File: src/rtl/tx_sched_pkg.sv
// Shared types and constants for the MAC transmit scheduler.
package tx_sched_pkg;

  localparam int unsigned TX_W           = 32;
  localparam int unsigned MOD_W          = 2;
  localparam int unsigned DEF_IFG_CYCLES = 4;
  localparam int unsigned DEF_TIMEOUT    = 2048;
  localparam int unsigned WD_W           = 12;
  localparam int unsigned GAP_W          = 4;

  typedef enum logic [2:0] {
    StIdle,
    StStart,
    StXfer,
    StAbort,
    StGap
  } state_e;

  function automatic int unsigned sel_width(input int unsigned n);
    return (n > 1) ? $clog2(n) : 1;
  endfunction

endpackage

File: src/rtl/tx_sched_if.sv
// Single 32-bit MAC transmit bus with ready back-pressure and underflow flag.
interface tx_sched_if;
  import tx_sched_pkg::*;

  logic [TX_W-1:0]  tx_data;
  logic [MOD_W-1:0] tx_mod;
  logic             tx_sop;
  logic             tx_eop;
  logic             tx_wren;
  logic             tx_err;
  logic             tx_rdy;
  logic             tx_uflow;

  modport master (
    output tx_data, tx_mod, tx_sop, tx_eop, tx_wren, tx_err,
    input  tx_rdy, tx_uflow
  );

  modport slave (
    input  tx_data, tx_mod, tx_sop, tx_eop, tx_wren, tx_err,
    output tx_rdy, tx_uflow
  );

endinterface

File: src/rtl/rr_pick.sv
// Combinational round-robin selector: first request strictly above last, else lowest request.
module rr_pick import tx_sched_pkg::*; #(
  parameter int unsigned N    = 3,
  parameter int unsigned SelW = sel_width(N)
) (
  input  logic [N-1:0]    req,
  input  logic [SelW-1:0] last,
  output logic [SelW-1:0] sel,
  output logic            valid
);

  always_comb begin
    sel   = '0;
    valid = 1'b0;
    // Descending scans leave the lowest match; the second scan overrides with the wrap-free pick.
    for (int i = int'(N) - 1; i >= 0; i--) begin
      if (req[i]) begin
        sel   = SelW'(i);
        valid = 1'b1;
      end
    end
    for (int i = int'(N) - 1; i >= 0; i--) begin
      if (req[i] && (SelW'(i) > last)) begin
        sel = SelW'(i);
      end
    end
  end

endmodule

File: src/rtl/tx_sched.sv
// Round-robin scheduler sharing one MAC transmit port among N_REQ frame generators,
// with inter-frame gap, frame watchdog and a saturating error counter.
module tx_sched import tx_sched_pkg::*; #(
  parameter int unsigned N_REQ      = 3,
  parameter int unsigned IFG_CYCLES = DEF_IFG_CYCLES,
  parameter int unsigned TIMEOUT    = DEF_TIMEOUT
) (
  input  logic                   clk,
  input  logic                   rst_n,
  input  logic [N_REQ-1:0]       req,
  output logic [N_REQ-1:0]       start,
  output logic [N_REQ-1:0]       grant,
  input  logic [TX_W*N_REQ-1:0]  s_tx_data,
  input  logic [MOD_W*N_REQ-1:0] s_tx_mod,
  input  logic [N_REQ-1:0]       s_tx_sop,
  input  logic [N_REQ-1:0]       s_tx_eop,
  input  logic [N_REQ-1:0]       s_tx_wren,
  input  logic [N_REQ-1:0]       s_tx_err,
  output logic [N_REQ-1:0]       s_tx_rdy,
  tx_sched_if.master             mac,
  output logic                   busy,
  output logic [7:0]             err_cnt
);

  localparam int unsigned SelW = sel_width(N_REQ);
  localparam logic [WD_W-1:0]  WdLast  = WD_W'(TIMEOUT - 1);
  localparam logic [GAP_W-1:0] GapLast = GAP_W'(IFG_CYCLES - 1);

  state_e            state_q;
  logic [SelW-1:0]   sel_q, last_q, pick_sel;
  logic              pick_valid;
  logic [N_REQ-1:0]  start_q, grant_q, pick_oh;
  logic [WD_W-1:0]   wd_q;
  logic [GAP_W-1:0]  gap_q;
  logic [7:0]        err_cnt_q;

  logic [TX_W-1:0]   g_data;
  logic [MOD_W-1:0]  g_mod;
  logic              g_sop, g_eop, g_wren, g_err;
  logic              frame_end, err_inc;

  rr_pick #(
    .N    (N_REQ),
    .SelW (SelW)
  ) u_rr_pick (
    .req   (req),
    .last  (last_q),
    .sel   (pick_sel),
    .valid (pick_valid)
  );

  assign pick_oh = N_REQ'(1) << pick_sel;

  always_comb begin
    g_data = '0;
    g_mod  = '0;
    g_sop  = 1'b0;
    g_eop  = 1'b0;
    g_wren = 1'b0;
    g_err  = 1'b0;
    for (int i = 0; i < int'(N_REQ); i++) begin
      if (sel_q == SelW'(i)) begin
        g_data = s_tx_data[i*TX_W +: TX_W];
        g_mod  = s_tx_mod[i*MOD_W +: MOD_W];
        g_sop  = s_tx_sop[i];
        g_eop  = s_tx_eop[i];
        g_wren = s_tx_wren[i];
        g_err  = s_tx_err[i];
      end
    end
  end

  always_comb begin
    mac.tx_data = '0;
    mac.tx_mod  = '0;
    mac.tx_sop  = 1'b0;
    mac.tx_eop  = 1'b0;
    mac.tx_wren = 1'b0;
    mac.tx_err  = 1'b0;
    s_tx_rdy    = '0;
    unique case (state_q)
      StXfer: begin
        mac.tx_data = g_data;
        mac.tx_mod  = g_mod;
        mac.tx_sop  = g_sop;
        mac.tx_eop  = g_eop;
        mac.tx_wren = g_wren;
        mac.tx_err  = g_err;
        s_tx_rdy    = N_REQ'(mac.tx_rdy) << sel_q;
      end
      // Forced error EOP so the MAC closes out the hung frame.
      StAbort: begin
        mac.tx_wren = 1'b1;
        mac.tx_eop  = 1'b1;
        mac.tx_err  = 1'b1;
      end
      default: ;
    endcase
  end

  assign frame_end = (state_q == StXfer) && g_wren && g_eop && mac.tx_rdy;
  assign err_inc   = (state_q == StAbort) || ((state_q == StXfer) && mac.tx_uflow);

  always_ff @(posedge clk or negedge rst_n) begin
    if (!rst_n) begin
      state_q   <= StIdle;
      sel_q     <= '0;
      last_q    <= SelW'(N_REQ - 1);
      start_q   <= '0;
      grant_q   <= '0;
      wd_q      <= '0;
      gap_q     <= '0;
      err_cnt_q <= '0;
    end else begin
      start_q <= '0;
      if (err_inc && (err_cnt_q != 8'hFF)) begin
        err_cnt_q <= err_cnt_q + 8'd1;
      end
      unique case (state_q)
        StIdle: begin
          if (pick_valid) begin
            sel_q   <= pick_sel;
            last_q  <= pick_sel;
            start_q <= pick_oh;
            grant_q <= pick_oh;
            state_q <= StStart;
          end
        end
        StStart: begin
          wd_q    <= '0;
          state_q <= StXfer;
        end
        StXfer: begin
          if (frame_end) begin
            grant_q <= '0;
            wd_q    <= '0;
            gap_q   <= '0;
            state_q <= StGap;
          end else if (wd_q == WdLast) begin
            wd_q    <= '0;
            state_q <= StAbort;
          end else begin
            wd_q <= wd_q + 1'b1;
          end
        end
        StAbort: begin
          grant_q <= '0;
          gap_q   <= '0;
          state_q <= StGap;
        end
        StGap: begin
          if (gap_q == GapLast) begin
            gap_q   <= '0;
            state_q <= StIdle;
          end else begin
            gap_q <= gap_q + 1'b1;
          end
        end
        default: state_q <= StIdle;
      endcase
    end
  end

  assign start   = start_q;
  assign grant   = grant_q;
  assign busy    = (state_q != StIdle);
  assign err_cnt = err_cnt_q;

endmodule

File: src/flat_wrapper.sv
// flat-port wrapper written by rule: the top's interface ports become plain ports
module tx_sched_flat import tx_sched_pkg::*;
#(
  parameter int unsigned N_REQ      = 3,
  parameter int unsigned IFG_CYCLES = DEF_IFG_CYCLES,
  parameter int unsigned TIMEOUT    = DEF_TIMEOUT
)
  (clk, rst_n, req, start, grant, s_tx_data, s_tx_mod, s_tx_sop, s_tx_eop, s_tx_wren, s_tx_err, s_tx_rdy, busy, err_cnt, mac_tx_data, mac_tx_mod, mac_tx_sop, mac_tx_eop, mac_tx_wren, mac_tx_err, mac_tx_rdy, mac_tx_uflow);
  tx_sched_if mac_i ();
  input  logic clk;
  input  logic rst_n;
  input  logic [N_REQ-1:0] req;
  output logic [N_REQ-1:0] start;
  output logic [N_REQ-1:0] grant;
  input  logic [TX_W*N_REQ-1:0] s_tx_data;
  input  logic [MOD_W*N_REQ-1:0] s_tx_mod;
  input  logic [N_REQ-1:0] s_tx_sop;
  input  logic [N_REQ-1:0] s_tx_eop;
  input  logic [N_REQ-1:0] s_tx_wren;
  input  logic [N_REQ-1:0] s_tx_err;
  output logic [N_REQ-1:0] s_tx_rdy;
  output logic busy;
  output logic [7:0] err_cnt;
  output wire logic [$bits(mac_i.tx_data)-1:0] mac_tx_data;
  output wire logic [$bits(mac_i.tx_mod)-1:0] mac_tx_mod;
  output wire logic [$bits(mac_i.tx_sop)-1:0] mac_tx_sop;
  output wire logic [$bits(mac_i.tx_eop)-1:0] mac_tx_eop;
  output wire logic [$bits(mac_i.tx_wren)-1:0] mac_tx_wren;
  output wire logic [$bits(mac_i.tx_err)-1:0] mac_tx_err;
  input wire logic [$bits(mac_i.tx_rdy)-1:0] mac_tx_rdy;
  input wire logic [$bits(mac_i.tx_uflow)-1:0] mac_tx_uflow;
  assign mac_tx_data = mac_i.tx_data;
  assign mac_tx_mod = mac_i.tx_mod;
  assign mac_tx_sop = mac_i.tx_sop;
  assign mac_tx_eop = mac_i.tx_eop;
  assign mac_tx_wren = mac_i.tx_wren;
  assign mac_tx_err = mac_i.tx_err;
  assign mac_i.tx_rdy = mac_tx_rdy;
  assign mac_i.tx_uflow = mac_tx_uflow;
  tx_sched #(.N_REQ(N_REQ), .IFG_CYCLES(IFG_CYCLES), .TIMEOUT(TIMEOUT)) u_core (.clk(clk), .rst_n(rst_n), .req(req), .start(start), .grant(grant), .s_tx_data(s_tx_data), .s_tx_mod(s_tx_mod), .s_tx_sop(s_tx_sop), .s_tx_eop(s_tx_eop), .s_tx_wren(s_tx_wren), .s_tx_err(s_tx_err), .s_tx_rdy(s_tx_rdy), .mac(mac_i), .busy(busy), .err_cnt(err_cnt));
endmodule
File: config.mk
export PLATFORM = sky130hd
export DESIGN_NAME = tx_sched_flat
export DESIGN_NICKNAME = d
export VERILOG_FILES = /design/src/rtl/tx_sched_pkg.sv /design/src/rtl/tx_sched_if.sv /design/src/rtl/rr_pick.sv /design/src/rtl/tx_sched.sv /design/src/flat_wrapper.sv
export SDC_FILE = /design/constraint.sdc
export NUM_CORES = 1
export LEC_CHECK = 0
export CORE_UTILIZATION = 40
export DETAILED_ROUTE_END_ITERATION = 6
export PLACE_DENSITY = 0.87
export RECOVER_POWER = 25
export SKIP_LAST_GASP = 1
export SLEW_MARGIN = 5
export SYNTH_ARGS = -nofsm -noshare
export SYNTH_HDL_FRONTEND = slang
export SYNTH_SLANG_ARGS = --single-unit
File: constraint.sdc
create_clock -name clk -period 3.3 [get_ports clk]
set_input_delay 0.495 -clock clk [delete_from_list [all_inputs] [get_ports clk]]
set_output_delay 0.495 -clock clk [all_outputs]
set_load 0.01 [all_outputs]
After elaboration in Yosys (flattened, before gate mapping)
Cells that the tools add are included.
- reductions and logical operators: 19
- $lt $le $gt $ge: 3
- mux-type cells: 50
- add/subtract/negate cells: 3
- equality and inequality tests: 13
- shift-type cells: 2
- operators by type and width (cell ; count):
    2-to-1 mux 32 bit ; 4
    2-to-1 mux 3 bit ; 9
    2-to-1 mux 12 bit ; 2
    case mux 12 bit (2 select lines) ; 1
    2-to-1 mux 2 bit ; 10
    2-to-1 mux 1 bit ; 16
    case mux 3 bit (5 select lines) ; 1
    adder 12 x 1 -> 12 bit, second input constant ; 1
    equality test 12 x 11 -> 1 bit, second input constant ; 1
    case mux 4 bit (3 select lines) ; 1
    case mux 3 bit (3 select lines) ; 1
    nonzero test 3 bit ; 3
    adder 8 x 1 -> 8 bit, second input constant ; 1
    logical AND 1 bit ; 8
    2-to-1 mux 4 bit ; 2
    != test 8 bit, second input constant ; 1
    equality test 3 x 2 -> 1 bit, second input constant ; 2
    != test 2 x 1 -> 1 bit, second input constant ; 3
    case mux 1 bit (2 select lines) ; 3
    AND reduction 3 bit ; 2
    adder 4 x 1 -> 4 bit, second input constant ; 1
    equality test 4 x 2 -> 1 bit, second input constant ; 1
    > comparator 1 x 2 -> 1 bit, first input constant ; 2
    AND reduction 2 bit ; 2
    other kinds (12) ; 12
- flip-flop bits (word level): 37
- word-level logic and storage cells: 98
- bits of input ports: 121
- output and inout bits: 56

Longest topological paths before layout
- word-level depth: 9
- depth in mapped cells: 6
- gate-level depth less buffers: 6

Cells and area by module
From an unflattened synthesis, not the netlist that was laid out.
- cells, all modules: 354
- area, all modules: 2821.5 µm²
- by module, submodules not included (module ; cells an instance ; area each (µm²) ; times used ; sequential area each (µm²)):
    tx_sched ; 346 ; 2771.4 ; 1 ; 902.1
    rr_pick ; 8 ; 50.0 ; 1 ; 0.0

Least setup slack after synthesis
OpenSTA, ideal clock, no wires.
- path type: register to output
- from: register u_core.sel_q[1]
- to: output mac_tx_data[10]
- slack: 1.439 ns
- stages on the path, launching flop included: 7
- required time: 2.805 ns
- buffers on the path: 3
- arrival time: 1.366 ns
- cell sequence: dfrtp_1 > buf_2 > nor2b_1 > clkbuf_1 > buf_2 > a21oi_1 > nor2_1
- cells in the longest elaborated chain, start to end: 5
- elaborated cells between the ends (all ways): 7
- classes of those cells: eq/ne (2); mux (4); reduce/logical (1)
- RTL lines (what ; line ; RTL):
    start, declared ; tx_sched.sv:30 ; logic [SelW-1:0] sel_q, last_q, pick_sel;
    start signal, assigned ; tx_sched.sv:122 ; sel_q <= pick_sel;
    logical NOT 2 bit ; tx_sched.sv:62 ; if (sel_q == SelW'(i)) begin
    2-to-1 mux 32 bit (2 in series) ; tx_sched.sv:62 ;
    2-to-1 mux 32 bit * ; tx_sched.sv:62 ;
    2-to-1 mux 32 bit * ; tx_sched.sv:81 ; unique case (state_q)
    end, declared ; flat_wrapper.sv:24 ; output wire logic [$bits(mac_i.tx_data)-1:0] mac_tx_data;
Mark *: on every way between the ends. The rest lies on a longest branch, timed or not.

Worst setup path in the final report
- from: register u_core.state_q[0]
- to: output mac_tx_data[19]
- cells in the longest elaborated chain, start to end: 2
- RTL lines (what ; line ; RTL):
    start, declared ; tx_sched.sv:29 ; state_e state_q;
    start signal, assigned ; tx_sched.sv:106 ; state_q <= StIdle;
    start signal, assigned ; tx_sched.sv:126 ; state_q <= StStart;
    start signal, assigned ; tx_sched.sv:131 ; state_q <= StXfer;
    equality test 3 x 2 -> 1 bit ; tx_sched.sv:81 ;
    2-to-1 mux 32 bit ; tx_sched.sv:81 ;
Every way passes these cells.

==> impl_results.md <==
- Status: finished with violations
- Failing checks: max-capacitance violations, max-slew violations
- Remaining global-route overflow: 0
- Number of global-route vias before repair: around 3000
- Width of the chip: ~85 um
- CP startpoint kind: flip-flop
- Total power divided by cell area: 640.4 mW/mm^2
- Total negative slack: 0 ns
- Wire length of the first global-routing pass: 14870 um
- Starting utilization of the core area: 42.45%
- Worst min-delay path class: flip-flop to flip-flop
- Final count of negative-setup-slack endpoints: 0
- Final design utilization: 72.11%
- Maximum number of pins on one net before global-route repair: 38
- Number of synthesized register bits: 36
- Dpl hpwl: 7724 um
- Layer carrying the most global-route usage: met2
- Final period demand of the worst path: about 2.9 ns
- Cells along the critical path: nand2b_2 > nand2b_1 > buf_12 > nor2_1 > clkdlybuf4s50_1
- Count of routing violations after the opening detailed-route iteration: between 150 and 200
- Yosys warnings: 0
- I/O pin count: roughly 180
- Mean number of vias per cell: roughly 5.3
- Post-detailed-routing wire length: 9762 um
- Max VDD drop: 0.3488 mV
- Final hold slack: approximately 0.5 ns
- Category of the critical setup timing path: flip-flop to output port
- Global router's overall resource usage: 26.14%
- Total iterations of the first detailed-routing run: 4
- Net count after synthesis: ~470
- Worst path max stage delay: roughly 0.57 ns
- TritonCTS clock tree: yes
- Number of pins exceeding their max-slew limit in the final report: 37
- Global-route met1 utilization: 31.67%
- I/O Buffers: 176
- Part of the Yosys area used for sequential elements: 32.54%
- Root Driver: sky130_fd_sc_hd__clkbuf_8
- Std cell rows: 29
- RePlAce Congestion: 0.8819
- Worst max-slew margin expressed relative to the limit: -26.12%
- Ratio of cells with drive above 1 in the final layout: roughly 6.4%
- Clock tree buffer depth: 2
- Cts hold-fix bufs: 0
- CP Capture Type: output port
- Top FF cell, synth: sky130_fd_sc_hd__dfrtp_1
- Post-synthesis instance total: 345
- Final Skew: 0.01000 ns
- CP max stage cell: sky130_fd_sc_hd__clkdlybuf4s50_1
- Leakage: 1.999 nW
- Highest fanout seen on the critical path: 30
- Post-DRT Antenna Nets: 0
- Layout Nets: ~640
- RSZ-0062 raised after global routing: false
- Overall power: 0.003016 W
- Area of the multi-input gates: about 0.0017 sq mm
- Die Y: 85.26 um
- Share of the cycle needed by the critical path after routing: 88.04%
- Slew at the pin with the worst max-slew slack: ~1.9 ns
- Clock Latency Late Sink: a little under 0.3 ns
- Area of the die: between 0.007 and 0.008 sq mm
- Sequential cell area in the final layout: 903.4 sq um
- Initial antenna violation count: 0
- Clock transition at the registers of the reported paths: about 0.070 ns
- GR Layer Usage met3: just under 6%
- DR WL/cell: 16.41 um
- Number of design rule violations left after detail routing: 0
- TritonCTS Buffers: 5
- Post-Syn Area per Cell: 8.037 sq um
- Number of buffers inserted to repair setup after CTS: 0
- Area growth syn-to-layout: 69.86%
- Met2 usage in global routing: 45.97%
- Filler instances: 512
- Synth Cell Area: 0.002773 sq mm
- Std-Cell Core Area: 0.006531 sq mm
- Number of vias after detailed routing: 3130
- Max-cap check violation count: 1
- Async set-or-reset flop fraction in the synthesized netlist: 100.0%
- Max Clk Rate: 344.2 MHz
- Number of enable-type register cells in the synthesized netlist: 0
- Resize count post-CTS: 0
- Total number of clock tree sinks: 36
- Total count of hold-check failures in the final report: 0
- Antenna diodes: 0
- Data required time at the worst endpoint: roughly 2.8 ns
- Critical path data arrival time: 2.41 ns
- Count of unique library cells instantiated by Yosys: 57
- H-tree depth: 2
power breakdown:
| part | switching, W | leakage, nW | internal (W) |
|---|---|---|---|
| registers | 0.000182 | 0.476 | 0.000559 |
| logic | 0.000970 | 1.48 | 0.000979 |
| clock network | 0.000157 | 0.0445 | 0.000170 |
cell type report:
| class | instances | area share, % |
|---|---|---|
| clock buffers | 7 | 1.833 |
| inverters | 10 | 0.7970 |
| clock inverters | 1 | 0.1594 |
| repair buffers | 184 | 38.87 |
| flip-flops and latches | 36 | 19.18 |
| well taps | 77 | 2.046 |
| multi-input cells | 280 | 37.11 |
final timing paths:
kind	slack [ns]	endpoint	depth (start not counted)	start
max in group asynchronous	0.82	u_core.last_q[0]$_DFFE_PN0P_	2	rst_n
max	0.39	mac_tx_data[19]	5	u_core.state_q[0]$_DFFE_PN0P_
min	0.50	u_core.wd_q[6]$_DFFE_PN0P_	1	u_core.wd_q[6]$_DFFE_PN0P_
min reg2reg	0.50	u_core.wd_q[6]$_DFFE_PN0P_	1	u_core.wd_q[6]$_DFFE_PN0P_
min in group asynchronous	1.26	u_core.err_cnt[7]$_DFFE_PN0P_	2	rst_n
max reg2reg	1.13	u_core.wd_q[6]$_DFFE_PN0P_	6	u_core.state_q[0]$_DFFE_PN0P_
worst max-delay path: cells and delay by family (launching register included):
| family | cells | cell delay (ns) |
|---|---|---|
| DFF | 1 | 0.51 |
| buffers and inverters | 2 | 0.83 |
| and+or+nand+nor | 3 | 0.76 |
cell usage in the layout (no fill, tap or decap), types with 3 or more instances in the layout:
cell type	count
sky130_fd_sc_hd__xor2_1	6
sky130_fd_sc_hd__o21a_1	3
sky130_fd_sc_hd__nand3_1	9
sky130_fd_sc_hd__ha_1	3
sky130_fd_sc_hd__clkbuf_8	6
sky130_fd_sc_hd__clkdlybuf4s50_1	175
sky130_fd_sc_hd__and3_1	4
sky130_fd_sc_hd__buf_4	6
sky130_fd_sc_hd__dfrtp_1	34
sky130_fd_sc_hd__a21oi_1	39
sky130_fd_sc_hd__xnor2_1	6
sky130_fd_sc_hd__nor2_1	85
sky130_fd_sc_hd__mux2i_1	40
sky130_fd_sc_hd__inv_1	9
sky130_fd_sc_hd__nand2_1	22
sky130_fd_sc_hd__nand4_1	5
sky130_fd_sc_hd__o21ai_1	5
sky130_fd_sc_hd__o21ai_0	5
sky130_fd_sc_hd__nor3_1	4
sky130_fd_sc_hd__nand2b_1	4
cells in the mapped netlist, types with 5 or more instances:
| cell type | number | area [sq um] |
|---|---|---|
| sky130_fd_sc_hd__nand2_1 | 22 | 82.58 |
| sky130_fd_sc_hd__mux2i_1 | 40 | 400.4 |
| sky130_fd_sc_hd__o21ai_1 | 5 | 25.02 |
| sky130_fd_sc_hd__nand4_1 | 5 | 31.28 |
| sky130_fd_sc_hd__buf_2 | 10 | 50.05 |
| sky130_fd_sc_hd__a21oi_1 | 39 | 195.2 |
| sky130_fd_sc_hd__xnor2_1 | 6 | 52.55 |
| sky130_fd_sc_hd__nand3_1 | 9 | 45.04 |
| sky130_fd_sc_hd__xor2_1 | 6 | 52.55 |
| sky130_fd_sc_hd__dfrtp_1 | 35 | 875.8 |
| sky130_fd_sc_hd__inv_1 | 9 | 33.78 |
| sky130_fd_sc_hd__nor2_1 | 85 | 319.1 |
| sky130_fd_sc_hd__o21ai_0 | 5 | 25.02 |
logic make-up (layout without fill, tap and decap cells):
logic type,Yosys count,in the layout,synth area share (%)
adder cells (fa/ha/maj),3,3,1.354
multiplexers,40,40,14.44
AND/OR/NAND/NOR,149,149,25.18
AO/OA/AOI/OAI,76,76,18.19
XOR/XNOR,12,12,3.791
flip-flops,36,36,32.54
buffers and inverters,29,202,4.512
per-stage QoR:
stage	setup slack, ns	cells	cell area, sq um
after global placement	0.7496	587	4619
after floorplan	1.439	345	2773
after CTS	0.4085	595	4713
after detailed placement	0.7383	587	4619
final	0.3945	595	4710
after global routing	0.2642	595	4710
metal layers:
layer  part of all wire (%)  wire length (um)
met5                      0                 0
met4                    1.4               133
met3                    7.1               690
met2                     51              4957
met1                     41              3980
sequential cells by signal, indices dropped and copies added (netlist names):
signal / count
u_core.err_cnt: 8
u_core.grant: 3
u_core.gap_q: 4
u_core.sel_q: 1
u_core.last_q: 2
u_core.wd_q: 12
u_core.start: 3
u_core.state_q: 3
Note: power is estimated with default switching activity, not from simulation.
==> variant (config.mk and constraints unchanged) <==
`TX_W`: 32 -> 48.
--- a/src/rtl/tx_sched_pkg.sv
+++ b/src/rtl/tx_sched_pkg.sv
@@ -3,3 +3,3 @@
 
-  localparam int unsigned TX_W           = 32;
+  localparam int unsigned TX_W           = 48;
   localparam int unsigned MOD_W          = 2;
Interface: changed (resized mac_tx_data and s_tx_data); port bits go from 177 to 241. The function was not compared with the original's and may differ.
==> variant against the unedited design <==
- the run ends with design-rule violations left
- setup slack worse by 0.24 ns
- maximum frequency shrank 7.8%
- first-iteration DRC count is 45% higher
- synthesized area grew 15%
- total power grew 23%
- die area up 15%
- count of clock-buffer cells in the layout down 2
- final area grew 23%
- sequential share of layout area fell by 3.5 points
- global-route usage rose by 5.1 points
- core utilization up 2.8 points
- routed wire length increased by 36%
- critical path depth did not move
- sequential cell count is the same
==> variant: results (changes against the unedited design) <==
- Reg-to-Reg End: u_core.grant[1]
- Initial antenna violation count: 1 (+1)
- Post-DP Area: 0.005685 mm² (+23%)
- DRC: 1 (+1)
- Slowest cell on crit path: dfrtp_4
- Worst Setup SP: u_core.last_q[0]
- Synth unique cells: 50 (-12%)
- Pin count of the biggest net entering global routing: 64 (+68%)
- Crit path DAT: 2.66 ns (+0.25 ns)
- 1st-iter DRT viols: 244 (+45%)
- Delay-heaviest family, CP: flip-flops
- Reg-to-reg startpoint: u_core.last_q[0]
- Syn_nets: 606 (+29%)
- Routability-driven placement congestion ratio: 0.8416 (-4.6%)
- R2R Setup Slk: 0.68 ns (-0.45 ns)
- Failing checks: design-rule violations
- Switching share of power: 45.12% (+1.7 points)
- Mapped Cells: 434 (+26%)
- Slew HR: 32.05% (+58 points)
- Design Area, Final: 0.005792 mm² (+23%)
- GRT Total Usage: 31.23% (+5.1 points)
- Worst slack at placement: 0.5005 ns (-0.2379 ns)
- Multi-input gate area: 0.002138 mm² (+22%)
- Synth cell count leaders: nor2_1, a21oi_1, mux2i_1, dfrtp_1, nand2_1
- Worst R2R Path Depth: 5 (-1)
- ClkCell Share: 1.923% (-0.070 points)
- Placed cells: 757 (+29%)
- CP peak stage delay: 1.09 ns (+0.52 ns)
- # rows: 32 (+10%)
- VDD IR max: 0.0003709 V (+6.3%)
- Status: complete, but fails checks
- Setup Skew: 0.005785 ns (-0.004216 ns)
- Hold Startpoint: u_core.err_cnt[7]
- Crit path max fanout: 63 (+110%)
- Clock Power: 0.391 mW (+20%)
- First-pass GRT wire length: 20470 µm (+38%)
- Number of global-route vias before repair: 3962 (+36%)
- Final WL: 13310 µm (+36%)
- Inserted Diodes: 1 (+1)
- Worst setup path end: mac_tx_data[31]
[variant: cell count changes in the layout (fill, tap and decap cells not counted), sizes merged, moves of 3 or more]
| cell | unedited run | this run |
|---|---|---|
| nand2 | 22 | 36 |
| xor2 | 6 | 3 |
| a21oi | 40 | 58 |
| nand3 | 9 | 13 |
| and3 | 5 | 2 |
| mux2i | 40 | 56 |
| o21ai | 11 | 14 |
| clkdlybuf4s50 | 175 | 239 |
| nand4 | 6 | 3 |
| nor3 | 5 | 8 |
| nor2 | 85 | 112 |
[variant: cells by family after synthesis]
kind of cell	count (synthesis)	synth area share, %
buffers and inverters	37	4.829
adder cells (fa/ha/maj)	3	1.178
AO/OA/AOI/OAI	103	20.34
flip-flops	36	28.31
XOR/XNOR	8	2.199
AND/OR/NAND/NOR	191	25.56
multiplexers	56	17.59
[variant: routing by layer]
layer	global-route usage, %	wire length, µm
met5	0	0
met4	9.656	414
met3	8.961	1036
met2	55.30	6665
met1	36.27	5190
